==> src/rtl/fetch_sequencer_if.sv <==
// Instruction-memory request/response port between the fetch sequencer
// (master) and the instruction memory (slave). One request is outstanding
// at a time; the response is a single-cycle im_ready pulse carrying im_rdata.
interface fetch_sequencer_if #(
  parameter int unsigned DATA_SIZE = 32
);
  logic                 im_req;
  logic [DATA_SIZE-1:0] im_addr;
  logic                 im_ready;
  logic [DATA_SIZE-1:0] im_rdata;

  modport master (
    output im_req,
    output im_addr,
    input  im_ready,
    input  im_rdata
  );

  modport slave (
    input  im_req,
    input  im_addr,
    output im_ready,
    output im_rdata
  );
endinterface

==> src/rtl/fetch_sequencer.sv <==
// Fetch sequencer: issues one instruction-memory request at a time, buffers
// the returned instruction while the pipeline is held, squashes an in-flight
// fetch on a taken jump, and drives the PC-select controls (pc_stall,
// cpu_stall, enable_jump) plus the IF/ID flush.
module fetch_sequencer #(
  parameter int unsigned          DATA_SIZE = 32,
  parameter logic [DATA_SIZE-1:0] NOP_INSTR = DATA_SIZE'(32'h0000_0013)
) (
  input  logic                  clk,
  input  logic                  rst,
  input  logic [DATA_SIZE-1:0]  pc,
  input  logic                  branch_taken,
  input  logic                  dm_busy,
  input  logic                  load_use,
  fetch_sequencer_if.master     imem,
  output logic [DATA_SIZE-1:0]  instr,
  output logic                  instr_valid,
  output logic                  pc_stall,
  output logic                  cpu_stall,
  output logic                  enable_jump,
  output logic                  flush
);

  typedef enum logic [2:0] {
    ST_IDLE   = 3'd0,
    ST_REQ    = 3'd1,
    ST_WAIT   = 3'd2,
    ST_HOLD   = 3'd3,
    ST_SQUASH = 3'd4
  } state_t;

  state_t               state_r;
  state_t               state_next_s;
  logic [DATA_SIZE-1:0] addr_r;
  logic [DATA_SIZE-1:0] instr_r;
  logic                 instr_valid_r;

  logic                 hold_s;
  logic                 jump_s;
  logic                 capture_s;
  logic                 consume_s;
  logic                 im_req_s;
  logic [DATA_SIZE-1:0] im_addr_s;
  logic                 pc_stall_s;
  logic                 enable_jump_s;
  logic                 flush_s;

  // Pipeline hold sources: a data-memory wait freezes everything, a
  // load-use hazard only stops new instructions entering ID.
  assign hold_s = dm_busy | load_use;

  // A jump is taken whenever the pipeline is not frozen by the data memory;
  // load_use never blocks it. IDLE is the post-reset cycle and ignores jumps.
  assign jump_s = branch_taken & ~dm_busy & (state_r != ST_IDLE);

  // Next-state and control-output decode. pc_stall defaults high; it only
  // drops when an instruction is handed to ID or a jump redirects the PC.
  always_comb begin
    state_next_s  = state_r;
    im_req_s      = 1'b0;
    im_addr_s     = addr_r;
    pc_stall_s    = 1'b1;
    enable_jump_s = 1'b0;
    flush_s       = 1'b0;
    capture_s     = 1'b0;

    case (state_r)
      ST_IDLE: begin
        state_next_s = ST_REQ;
      end

      ST_REQ: begin
        im_req_s  = 1'b1;
        im_addr_s = pc;
        if (jump_s) begin
          state_next_s = ST_SQUASH;
        end else begin
          state_next_s = ST_WAIT;
        end
      end

      ST_WAIT: begin
        // Address comes from the latched copy: pc may already be moving.
        im_req_s  = 1'b1;
        im_addr_s = addr_r;
        if (jump_s) begin
          // With the response in hand it is simply dropped; otherwise it
          // still has to be drained before the next request.
          if (imem.im_ready) begin
            state_next_s = ST_REQ;
          end else begin
            state_next_s = ST_SQUASH;
          end
        end else if (imem.im_ready) begin
          capture_s = 1'b1;
          if (!hold_s) begin
            pc_stall_s   = 1'b0;
            state_next_s = ST_REQ;
          end else begin
            state_next_s = ST_HOLD;
          end
        end else begin
          state_next_s = ST_WAIT;
        end
      end

      ST_HOLD: begin
        if (jump_s) begin
          state_next_s = ST_REQ;
        end else if (!hold_s) begin
          pc_stall_s   = 1'b0;
          state_next_s = ST_REQ;
        end else begin
          state_next_s = ST_HOLD;
        end
      end

      ST_SQUASH: begin
        // Drain the killed response; extra jumps only redirect the PC.
        if (imem.im_ready) begin
          state_next_s = ST_REQ;
        end else begin
          state_next_s = ST_SQUASH;
        end
      end

      default: begin
        state_next_s = ST_IDLE;
      end
    endcase

    // An accepted jump overrides the stall for exactly its own cycle.
    if (jump_s) begin
      enable_jump_s = 1'b1;
      pc_stall_s    = 1'b0;
      flush_s       = 1'b1;
    end else begin
      enable_jump_s = 1'b0;
      flush_s       = 1'b0;
    end
  end

  // An instruction in ID is consumed whenever the PC advances without a jump.
  assign consume_s = ~pc_stall_s & ~jump_s;

  // FSM state register.
  always_ff @(posedge clk) begin
    if (rst) begin
      state_r <= ST_IDLE;
    end else begin
      state_r <= state_next_s;
    end
  end

  // Request address latch and ID-facing instruction buffer.
  always_ff @(posedge clk) begin
    if (rst) begin
      addr_r        <= '0;
      instr_r       <= NOP_INSTR;
      instr_valid_r <= 1'b0;
    end else begin
      if (state_r == ST_REQ) begin
        addr_r <= pc;
      end else begin
        addr_r <= addr_r;
      end

      if (jump_s) begin
        instr_r       <= NOP_INSTR;
        instr_valid_r <= 1'b0;
      end else if (capture_s) begin
        instr_r       <= imem.im_rdata;
        instr_valid_r <= 1'b1;
      end else if (consume_s) begin
        instr_r       <= instr_r;
        instr_valid_r <= 1'b0;
      end else begin
        instr_r       <= instr_r;
        instr_valid_r <= instr_valid_r;
      end
    end
  end

  assign imem.im_req  = im_req_s;
  assign imem.im_addr = im_addr_s;
  assign instr        = instr_r;
  assign instr_valid  = instr_valid_r;
  assign pc_stall     = pc_stall_s;
  assign cpu_stall    = dm_busy;
  assign enable_jump  = enable_jump_s;
  assign flush        = flush_s;

endmodule

==> src/flat_wrapper.sv <==
// flat-port wrapper written by rule: the top's interface ports become plain ports
module fetch_sequencer_flat 
#(
  parameter int unsigned          DATA_SIZE = 32,
  parameter logic [DATA_SIZE-1:0] NOP_INSTR = DATA_SIZE'(32'h0000_0013)
)
  (clk, rst, pc, branch_taken, dm_busy, load_use, instr, instr_valid, pc_stall, cpu_stall, enable_jump, flush, imem_im_req, imem_im_addr, imem_im_ready, imem_im_rdata);
  fetch_sequencer_if #(.DATA_SIZE(DATA_SIZE)) imem_i ();
  input  logic clk;
  input  logic rst;
  input  logic [DATA_SIZE-1:0] pc;
  input  logic branch_taken;
  input  logic dm_busy;
  input  logic load_use;
  output logic [DATA_SIZE-1:0] instr;
  output logic instr_valid;
  output logic pc_stall;
  output logic cpu_stall;
  output logic enable_jump;
  output logic flush;
  output wire logic [$bits(imem_i.im_req)-1:0] imem_im_req;
  output wire logic [$bits(imem_i.im_addr)-1:0] imem_im_addr;
  input wire logic [$bits(imem_i.im_ready)-1:0] imem_im_ready;
  input wire logic [$bits(imem_i.im_rdata)-1:0] imem_im_rdata;
  assign imem_im_req = imem_i.im_req;
  assign imem_im_addr = imem_i.im_addr;
  assign imem_i.im_ready = imem_im_ready;
  assign imem_i.im_rdata = imem_im_rdata;
  fetch_sequencer #(.DATA_SIZE(DATA_SIZE), .NOP_INSTR(NOP_INSTR)) u_core (.clk(clk), .rst(rst), .pc(pc), .branch_taken(branch_taken), .dm_busy(dm_busy), .load_use(load_use), .imem(imem_i), .instr(instr), .instr_valid(instr_valid), .pc_stall(pc_stall), .cpu_stall(cpu_stall), .enable_jump(enable_jump), .flush(flush));
endmodule
==> config.mk <==
export PLATFORM = sky130hd
export DESIGN_NAME = fetch_sequencer_flat
export DESIGN_NICKNAME = d
export VERILOG_FILES = /design/src/rtl/fetch_sequencer_if.sv /design/src/rtl/fetch_sequencer.sv /design/src/flat_wrapper.sv
export SDC_FILE = /design/constraint.sdc
export NUM_CORES = 1
export LEC_CHECK = 0
export ABC_AREA = 1
export CORE_ASPECT_RATIO = 0.9
export CORE_MARGIN = 5
export CORE_UTILIZATION = 42
export CTS_CLUSTER_SIZE = 30
export DETAILED_ROUTE_END_ITERATION = 8
export MAX_ROUTING_LAYER = met4
export PLACE_DENSITY_LB_ADDON = 0.25
export SYNTH_ARGS = -nofsm -noshare
export SYNTH_HDL_FRONTEND = slang
export SYNTH_SLANG_ARGS = --single-unit
==> constraint.sdc <==
create_clock -name clk -period 1.6 [get_ports clk]
set_clock_uncertainty 0.2 [all_clocks]
set_input_delay 0.16 -clock clk [delete_from_list [all_inputs] [get_ports clk]]
set_output_delay 0.16 -clock clk [all_outputs]
set_load 0.01 [all_outputs]
Word-level counts from Yosys, hierarchy flattened --
Cells that the tools add are included.
Storage, ports and cells: bits in registers 68, input port bits 70, output and inout port bits 70, word-level logic and storage cells 39
Cells by class: equality and inequality tests 4, mux-type cells 19, bitwise logic cells 7, reductions and logical operators 5
Operator list (count):
- 32-bit two-way mux | 1
- 3-bit two-way mux | 5
- 3-bit one-hot mux with 5 select lines | 1
- 1-bit two-way mux | 10
- 3-bit by 2-bit == test with 1-bit output (second input constant) | 2
- 2-bit OR reduction | 2
- 1-bit AND | 3
- 3-bit by 1-bit == test with 1-bit output (second input constant) | 1
- 3-bit == test (second input constant) | 1
- 3-bit logical NOT | 1
- 1-bit NOT | 3
- 3-bit nonzero test | 1
- 2-bit two-way mux | 1
- 1-bit one-hot mux with 2 select lines | 1
- 2-bit nonzero test | 1
- 1-bit bitwise OR | 1

Longest topological paths before layout --
word-level depth 9, mapped depth 8, mapped depth without buffers 7

Least setup slack after synthesis --
Ideal clock, no wire load.
path kind reg-to-output, start register u_core.state_r[2], end output port imem_im_addr[0], arrival time 1.065 ns, required time 1.240 ns, path slack 0.175 ns, stages on the path, launching flop included 6, cells stage by stage dfxtp_1 > inv_2 > nand3_2 > inv_2 > buf_2 > a21oi_1
Between the ends: longest elaborated chain between the ends 2
Ends and longest elaborated chain:
- from (decl) | RTL line fetch_sequencer.sv:32 | state_t state_r;
- from (signal assigned) | RTL line fetch_sequencer.sv:151 | state_r <= state_next_s;
- 3-bit by 1-bit == test with 1-bit output | RTL line fetch_sequencer.sv:67 | case (state_r)
- 32-bit two-way mux
- to (decl) | RTL line flat_wrapper.sv:22 | output wire logic [$bits(imem_i.im_addr)-1:0] imem_im_addr;
Every way passes these cells.

Worst setup path after layout --
start register u_core.state_r[1], end output port imem_im_addr[24]
Same word-level chain as after synthesis.

==> flow_metrics.tcl <==
set metrics [dict create \
    placed_cells 693 \
    core-area_um2 7150 \
    rsz0062_at_grt "yes" \
    synth-seq-cells 68 \
    maxCapViolations 0 \
    syn_avg_cell_area_um2 7.39 \
    drtIter0Drc 139 \
    crit_family "buffers and inverters" \
    r2r_cells 11 \
    dieArea_um2 9290 \
    dpl.hpwl_mm 6.85 \
    startpoint "u_core.state_r[1]" \
    io_pins 140 \
    crit_path_max_incr_delay_ns 0.33 \
    hold_path.startpoint "imem_im_rdata[21]" \
    initial_core_util 0.438 \
    fp.dieH_um 92.0 \
    fin_crit_sh 1.19 \
    worstSkewPairLatency_ns 0.34 \
    finalNonFillerCells 738 \
    hold_path_class "primary input to flip-flop" \
    worst-setup-path-type "flip-flop to output pin" \
    fp.dieW_um 101 \
    nNetsFinal 710 \
    syn_inst 424 \
    root_buffer "clkbuf_8" \
    relSlewSlack 0.717 \
    fmax_ghz 0.526 \
    drive_gt1_frac 0.386 \
    hold_ws_ns 0.223 \
    yosysSeqAreaShare 0.434 \
    numPortBuffers 139 \
    tightest_slew_ns 0.424 \
    layout_min_cycle_time_ns 1.90 \
    setup_tns_ns -14.33 \
    place_ws_ns -0.379 \
    yosys_warnings 0 \
    synthesis.area_um2 3130 \
    vias 3563 \
    start_kind "flip-flop" \
    final_cell_area_um2 5820 \
    htree_num_levels 3 \
    antenna_cells 0 \
    yosysUniqueCellTypes 20 \
    via_per_inst 4.83 \
    path_buf_inv 5 \
    worstHoldPathCells 3 \
    grt_pass1_wl_mm 17.1 \
    gp_congestion 0.827 \
    regArea_um2 1370 \
    antenna_found_initial 0 \
    worst-path-stages 8 \
    ir_worst_vdd_mv 0.702 \
    core.rowCount 29 \
    wl_per_cell_um 16.0 \
    multi_input_area_um2 1600 \
    overflow 0 \
    power_density_nw_per_um2 1170 \
    syn_nets 494 \
    dr.pass1.iters 4 \
    clk_pin_slew_ns 0.08 \
    finalSetupViolations 70 \
    slew_viol_final 0 \
    path_cells "inv_2 -> nand3_4 -> buf_6 -> buf_6 -> nand2_2 -> inv_2 -> a21oi_2 -> buf_2" \
    dpl-instance-area_um2 4950 \
    reg2reg_from "u_core.state_r[1]" \
    remaining_drc_errors 0 \
    violations "negative setup slack" \
    cp.arrival_ns 1.54 \
    cts_sinks 68 \
    worst_slack_ns -0.301 \
    grtUsageTotal 0.233 \
    fillers 423 \
    wl_mm 11.8 \
    hold_viol_final 0 \
    cts_tree "done" \
    worstSetupEndpointType "output pin" \
    critPathRequiredTime_ns 1.24 \
    area_growth_pct 85.7 \
    hold_buffers 0 \
    ant_nets 0 \
    path_max_fanout 7 \
    cts_inserted_buffers 9 \
    grt_pass1_vias 3572 \
    grt_max_degree 35 \
    cp_slowest_cell "dfxtp_2" \
    status "complete, but fails checks" \
    clockBufferDepth 2 \
    power_leakage_nw 3.03 \
]
==> registers in the layout, summed over array words and instances (netlist names) <==
signal,count
u_core.instr_valid,1
u_core.state_r,3
u_core.addr_r,32
u_core.instr,32
==> worst register-to-register path: stages (launching register included) <==
cell and delay (ns):
dfxtp_2 0.33, inv_2 0.08, nand3_4 0.13, buf_4 0.17, buf_6 0.12, nand2_2 0.05, inv_1 0.06, buf_4 0.12
buf_4 0.12, buf_4 0.12, buf_4 0.12, a211oi_2 0.15
==> synth_stat cells <==
cell | count | area share
nor2_2 | 1 | 0.0020
clkbuf_1 | 4 | 0.0048
a211oi_1 | 32 | 0.077
nand2_1 | 46 | 0.055
nor3_1 | 1 | 0.0016
inv_2 | 4 | 0.0048
inv_1 | 104 | 0.12
o21ai_0 | 3 | 0.0048
buf_2 | 12 | 0.019
o21bai_1 | 29 | 0.069
a21oi_1 | 68 | 0.11
nand2_2 | 2 | 0.0040
dfxtp_1 | 68 | 0.43
nor2_1 | 33 | 0.040
nor2_4 | 2 | 0.0072
nand3_1 | 2 | 0.0032
buf_6 | 6 | 0.022
nand2_4 | 1 | 0.0036
buf_4 | 5 | 0.012
nand3_2 | 1 | 0.0032
==> layer usage <==
metal / wire (µm) / global-route usage / up-vias
li1: - / - / 1770
met1: 4860 / 0.288 / 1654
met2: 6100 / 0.385 / 122
met3: 665 / 0.0372 / 17
met4: 173 / 0.0842 / 0
met5: 0 / - / -
==> path summary, 6_finish.rpt <==
kind | to | slack [ns]
setup reg to reg | u_core.addr_r[31] | -0.25
hold / removal | u_core.instr[21] | 0.22
hold reg to reg | u_core.instr_valid | 0.25
setup / recovery | imem_im_addr[24] | -0.30
==> layout by cell type, fill, tap and decap left out, drive strengths merged <==
| cell | synthesis | layout |
|---|---|---|
| nand2 | 49 | 53 |
| bufinv | 0 | 2 |
| bufbuf | 0 | 1 |
| buf | 23 | 122 |
| o21ai | 3 | 3 |
| dlymetal6s2s | 0 | 19 |
| a211oi | 32 | 32 |
| dfxtp | 68 | 68 |
| nor2 | 36 | 36 |
| clkbuf | 4 | 12 |
| o21bai | 29 | 29 |
| nor3 | 1 | 1 |
| a21oi | 68 | 68 |
| clkdlybuf4s50 | 0 | 70 |
| clkinv | 0 | 3 |
| dlygate4sd2 | 0 | 14 |
| clkinvlp | 0 | 1 |
| inv | 108 | 108 |
| nand3 | 3 | 3 |
==> kinds of logic after synthesis <==
group / Yosys count / share of synthesized area
buffers and inverters: 135 / 0.187
AND/OR/NAND/NOR: 89 / 0.119
AO/OA/AOI/OAI: 132 / 0.259
flip-flops: 68 / 0.434
==> report_power, final <==
part	leakage, nW	total [mW]	switching (mW)	internal, mW
sequential	0.558	2.03	0.0927	1.94
clock	0.111	1.56	0.678	0.882
combinational	2.36	3.24	1.69	1.55
==> layout make-up <==
cell class / instances / share of cell area
Clock buffer: 10 / 0.0219
Clock inverter: 6 / 0.0150
Inverter: 108 / 0.0720
Multi-Input combinational cell: 225 / 0.274
Sequential cell: 68 / 0.235
Tap cell: 93 / 0.0200
Timing Repair Buffer: 228 / 0.362
==> timing repair <==
| item | CTS | global route |
|---|---|---|
| pin swaps | 8 | 14 |
| setup endpoints to repair | 80 | 92 |
| endpoints found under the hold margin | 0 | 0 |
| gates cloned | 6 | 2 |
| resized for setup | 216 | 110 |
| setup buffers | 17 | 9 |
==> per-stage QoR <==
stage                     power [mW]   util
after floorplan                 3.32      -
after global placement          4.65  0.693
after detailed placement        4.70  0.693
after CTS                       6.57  0.779
after global routing            7.22  0.814
final                           6.83  0.814
Power figures use the tool's default switching activity.
